File: src/rtl/ldl_fifo_ws_if.sv
// Write-side FIFO bus: producer handshake, RAM write port and pointer exchange
// with the read-side controller. The controller sits on the slave modport.
interface ldl_fifo_ws_if #(
    parameter int unsigned AW = 8
);
    logic          we;
    logic          full;
    logic          afull;
    logic [AW-1:0] wa;
    logic          mw;
    logic [AW:0]   w_pt;
    logic [AW:0]   r_pt;
    logic [AW:0]   wcnt;
    logic          ovf;
    logic          ovf_clr;

    modport master (
        output we, r_pt, ovf_clr,
        input  full, afull, wa, mw, w_pt, wcnt, ovf
    );

    modport slave (
        input  we, r_pt, ovf_clr,
        output full, afull, wa, mw, w_pt, wcnt, ovf
    );
endinterface

File: src/rtl/ldl_fifo_ws.sv
// Write-side pointer/flag controller for the single-clock split FIFO: owns
// w_pt, drives the RAM write port, registered full/afull and sticky overflow.
module ldl_fifo_ws #(
    parameter int unsigned AW       = 8,
    parameter int unsigned AFULL_TH = 2**AW - 1
) (
    input  logic           clk,
    input  logic           rst_n,
    ldl_fifo_ws_if.slave   bus
);
    localparam logic [AW+1:0] C_DEPTH = (AW+2)'(2**AW);
    localparam logic [AW+1:0] C_AFTH  = (AW+2)'(AFULL_TH);

    logic [AW:0]   r_wpt;
    logic          r_full;
    logic          r_afull;
    logic          r_ovf;

    logic [AW:0]   w_occ;
    logic [AW+1:0] w_occ_n;
    logic          w_fw;

    assign w_occ   = r_wpt - bus.r_pt;
    // rst_n gate keeps the RAM strobe quiet while reset is held
    assign w_fw    = bus.we & ~r_full & rst_n;
    assign w_occ_n = {1'b0, w_occ} + {{(AW+1){1'b0}}, w_fw};

    always_ff @(posedge clk or negedge rst_n) begin
        if (!rst_n) begin
            r_wpt   <= '0;
            r_full  <= 1'b0;
            r_afull <= 1'b0;
            r_ovf   <= 1'b0;
        end else begin
            if (w_fw) begin
                r_wpt <= r_wpt + 1'b1;
            end
            r_full  <= (w_occ_n >= C_DEPTH);
            r_afull <= (w_occ_n >= C_AFTH);
            if (bus.we & r_full) begin
                r_ovf <= 1'b1;
            end else if (bus.ovf_clr) begin
                r_ovf <= 1'b0;
            end
        end
    end

    assign bus.full  = r_full;
    assign bus.afull = r_afull;
    assign bus.wa    = r_wpt[AW-1:0];
    assign bus.mw    = w_fw;
    assign bus.w_pt  = r_wpt;
    assign bus.wcnt  = w_occ;
    assign bus.ovf   = r_ovf;
endmodule

File: src/flat_wrapper.sv
// flat-port wrapper written by rule: the top's interface ports become plain ports
module ldl_fifo_ws_flat 
#(
    parameter int unsigned AW       = 8,
    parameter int unsigned AFULL_TH = 2**AW - 1
)
  (clk, rst_n, bus_we, bus_r_pt, bus_ovf_clr, bus_full, bus_afull, bus_wa, bus_mw, bus_w_pt, bus_wcnt, bus_ovf);
  ldl_fifo_ws_if #(.AW(AW)) bus_i ();
  input  logic clk;
  input  logic rst_n;
  input wire logic [$bits(bus_i.we)-1:0] bus_we;
  input wire logic [$bits(bus_i.r_pt)-1:0] bus_r_pt;
  input wire logic [$bits(bus_i.ovf_clr)-1:0] bus_ovf_clr;
  output wire logic [$bits(bus_i.full)-1:0] bus_full;
  output wire logic [$bits(bus_i.afull)-1:0] bus_afull;
  output wire logic [$bits(bus_i.wa)-1:0] bus_wa;
  output wire logic [$bits(bus_i.mw)-1:0] bus_mw;
  output wire logic [$bits(bus_i.w_pt)-1:0] bus_w_pt;
  output wire logic [$bits(bus_i.wcnt)-1:0] bus_wcnt;
  output wire logic [$bits(bus_i.ovf)-1:0] bus_ovf;
  assign bus_i.we = bus_we;
  assign bus_i.r_pt = bus_r_pt;
  assign bus_i.ovf_clr = bus_ovf_clr;
  assign bus_full = bus_i.full;
  assign bus_afull = bus_i.afull;
  assign bus_wa = bus_i.wa;
  assign bus_mw = bus_i.mw;
  assign bus_w_pt = bus_i.w_pt;
  assign bus_wcnt = bus_i.wcnt;
  assign bus_ovf = bus_i.ovf;
  ldl_fifo_ws #(.AW(AW), .AFULL_TH(AFULL_TH)) u_core (.clk(clk), .rst_n(rst_n), .bus(bus_i));
endmodule
File: config.mk
export PLATFORM = sky130hd
export DESIGN_NAME = ldl_fifo_ws_flat
export DESIGN_NICKNAME = d
export VERILOG_FILES = /design/src/rtl/ldl_fifo_ws_if.sv /design/src/rtl/ldl_fifo_ws.sv /design/src/flat_wrapper.sv
export SDC_FILE = /design/constraint.sdc
export NUM_CORES = 1
export LEC_CHECK = 0
export CORE_MARGIN = 3
export CORE_UTILIZATION = 46
export DETAILED_ROUTE_END_ITERATION = 6
export GPL_TIMING_DRIVEN = 0
export PLACE_DENSITY = 0.85
export RECOVER_POWER = 25
export SLEW_MARGIN = 20
export SYNTH_ARGS = -nofsm -noshare
export SYNTH_HDL_FRONTEND = slang
export SYNTH_SLANG_ARGS = --single-unit
File: constraint.sdc
create_clock -name clk -period 5.4 [get_ports clk]
set_clock_uncertainty 0.1 [all_clocks]
set_input_delay 0.54 -clock clk [delete_from_list [all_inputs] [get_ports clk]]
set_output_delay 0.54 -clock clk [all_outputs]
set_load 0.02 [all_outputs]
==> summary.md <==
| Metric | Value |
|---|---|
| Final Max Tran Viols | `0` |
| Flop pwr share | `19.2%` |
| Sequential area share after synthesis | `28.4%` |
| Unrepaired setup endpoints after global routing | `no` |
| Synth Instances | `113` |
| Overall Global Routing Usage | `18.4%` |
| DIE WIDTH | `53.9 um` |
| Die height | `53.9 um` |
| Register-to-Register Path Depth | `10` |
| VDD IR-drop max | `439 uV` |
| Power per cell area | `503 mW/mm^2` |
| Mapped Avg Cell Area | `9.36 sq um` |
| Pre-CTS setup slack | `1.65 ns` |
| CP bufs+invs | `3` |
| Logic gate share of total power | `71.7%` |
| Clock Path Buffers | `2` |
| CP Capture Type | `primary output` |
| Die area | `0.00291 sq mm` |
| Starting Density | `51.3%` |
| I/O pin cnt | `43` |
| Cell Chain, Critical Path | `clkdlybuf4s50_1 -> ha_1 -> inv_1 -> fa_1 -> a211oi_2 -> o211ai_2 -> o211ai_2 -> xnor2_2 -> clkdlybuf4s50_1` |
| Vias in the first global route | `909` |
| FF-to-FF Start | `u_core.bus.w_pt[0]` |
| Clk sinks | `12` |
| Crit-path max cell delay | `0.66 ns` |
| Number of DRC markers in iteration 0 | `0` |
| Worst-Skew Late Latency | `0.27 ns` |
| Ys async rst share | `100%` |
| Mapped Area | `0.00106 sq mm` |
| Sw Share | `45.7%` |
| Num CTS Buffers | `3` |
| Leakage power total | `0.701 nW` |
| Drt pass-1 iters | `1` |
| Routed via count | `952` |
| Placer Congestion | `0.817` |
| Final setup violation count | `0` |
| Hold_buf cts | `0` |
| Max FO, Critical Path | `4` |
| Post-synth top cells | `inv_1, dfrtp_1, ha_1, xnor2_1, nand2_1` |
| Clock share of power | `9.1%` |
| Post-placement cell count | `182` |
| Ratio of cells with drive above 1 in the final layout | `14.5%` |
| Post-synth EDFFs | `0` |
| Worst hold path endpoint | `u_core.bus.ovf` |
| Dpl hpwl | `2040 um` |
| Least-Margin Pin Slew | `0.545 ns` |
| Fillers | `149` |
| Hold Crit Class | `register to register` |
| Final nets | `185` |
| CTS tree | `done` |
| Setup TNS | `0 ns` |
| Final Cycle Share | `69.1%` |
| Top post-synthesis cells by area | `dfrtp_1, ha_1, xnor2_1, buf_4, inv_1` |
| Worst Hold Path Cells | `2` |
| Final Non-Filler Cells | `186` |
| Vias per cell | `5.12` |
| Clk root buf | `clkbuf_4` |
| P_sw | `356 uW` |
| Slowest CP cell | `clkdlybuf4s50_1` |
| Worst EP arrival | `3.09 ns` |
| Syn_nets | `138` |
| Crit Path Class | `input port to primary output` |
| Slew margin rel. | `63.5%` |
| Min Hold Slack | `0.426 ns` |
| First-pass GRT wire length | `3860 um` |
| Int Pwr | `423 uW` |
| Synth cell types | `32` |
| Post-CTS Setup Bufs | `0` |
| Crit path time final | `3.73 ns` |
| Delay-heaviest family, CP | `buffers and inverters` |
| Ys flop type | `dfrtp_1` |
| Flop2flop setup slack | `2.66 ns` |
| Area growth syn-to-layout | `46.4%` |
| Core Region | `0.00206 sq mm` |
| Initial antenna violation count | `0` |
| CTS H-tree lvls | `1` |
| DR DRC count | `0` |
| Total power | `779 uW` |
| Grt ovf | `0` |
| HP Start | `u_core.bus.full` |
| Per-cell routed wire length | `12.6 um` |
| Worst r2r dst | `u_core.bus.full` |
| ANT nets after route | `0` |
| Status | `finished, final reports clean` |
| Top-count cell post-synth | `inv_1` |
| CTS clock-pin slew for the worst setup and hold paths | `0.07 ns` |
| Final Routed Wirelength | `2340 um` |
| Worst EP required | `4.76 ns` |
| Synth top area share | `28.4%` |
| FP Rows | `16` |
| Fmax | `268 MHz` |
| Final hold violations | `0` |
| Post-synth top area cell | `dfrtp_1` |
| Max cap viols | `0` |
| Pin count of the biggest net entering global routing | `14` |
| Worst setup margin | `1.67 ns` |
| Synth warn | `0` |
| Crit path launch type | `input port` |
| Post-CTS Resized | `0` |
| Synthesized flop and latch total | `12` |
| N_diodes | `0` |
| IO buf count | `42` |
[worst register-to-register path: cells and delay by family, from the launching register on]
| kind | cells | cell delay (ns) |
|---|---|---|
| AO/OA/AOI/OAI | 3 | 0.79 |
| XOR/XNOR | 1 | 0.29 |
| adder cells (fa/ha/maj) | 2 | 0.60 |
| buffers and inverters | 2 | 0.17 |
| flip-flops | 1 | 0.44 |
| AND/OR/NAND/NOR | 2 | 0.25 |
[placed cells by master, fill, tap and decap left out, types with 6 or more instances in the layout]
cell and instances:
a21oi_1 6, buf_4 8, clkdlybuf4s50_1 40, dfrtp_1 12, ha_1 11, inv_1 13, nand2_1 9, nand3_1 6
nor2_1 7, xnor2_1 11
[power by group through the flow]
stage | registers [mW] | clock network (mW) | logic [mW]
5_1_grt | 0.156 | 0.0733 | 0.612
4_1_cts | 0.150 | 0.0710 | 0.567
3_3_place_gp | 0.149 | 0 | 0.550
6_report | 0.150 | 0.0706 | 0.558
2_1_floorplan | 0.169 | 0 | 0.323
3_5_place_dp | 0.152 | 0 | 0.565
[flip-flops by register name, summed over array words and instances, names as in the netlist]
name and cells:
u_core.bus.w_pt 9, u_core.bus.afull 1, u_core.bus.full 1, u_core.bus.ovf 1
[layout make-up]
| type | instances | area, sq um | area share (%) |
|---|---|---|---|
| multi-input combinational | 80 | 648 | 41.9 |
| buffer | 8 | 60.1 | 3.88 |
| timing repair buffer | 42 | 420 | 27.2 |
| inverter | 13 | 48.8 | 3.15 |
| tap | 27 | 33.8 | 2.18 |
| sequential | 12 | 300 | 19.4 |
| clock buffer | 4 | 36.3 | 2.34 |
[worst max-delay path by stage]
stage          slack, ns  depth (start not counted)         endpoint               start
2_1_floorplan       2.57                         10  u_core.bus.full  u_core.bus.w_pt[0]
3_3_place_gp        1.69                          9      bus_wcnt[8]         bus_r_pt[0]
3_5_place_dp        1.65                          9      bus_wcnt[8]         bus_r_pt[0]
4_1_cts             1.66                          9      bus_wcnt[8]         bus_r_pt[0]
5_1_grt             1.54                          8      bus_wcnt[4]         bus_r_pt[0]
6_report            1.67                          9      bus_wcnt[8]         bus_r_pt[0]
[cell families (layout without fill, tap and decap cells)]
group	Yosys count	count (layout)	share of synthesized area (%)
buffers and inverters	21	67	10.3
muxes	1	1	1.07
and+or+nand+nor	30	30	14.4
xor gates and xnor gates	16	16	14.7
AOI/OAI and AO/OA	21	21	16.2
DFF	12	12	28.4
adders and majority gates	12	12	14.9
[layer usage]
metal  vias to the layer above  share of wire, %  GRT usage, %
met2                        23                51          33.5
li1                        475                 -             -
met1                       450                42          21.4
met3                         4               5.3          2.22
met5                         -                 0             0
met4                         0               1.3          7.66
[stage by stage]
step                      area [sq um]  utilization (%)
after floorplan                   1060                -
final                             1550             75.1
after global placement            1510             73.3
after CTS                         1550             75.1
after detailed placement          1510             73.3
after global routing              1550             75.1
No activity file was read; power rests on OpenSTA's default activity.
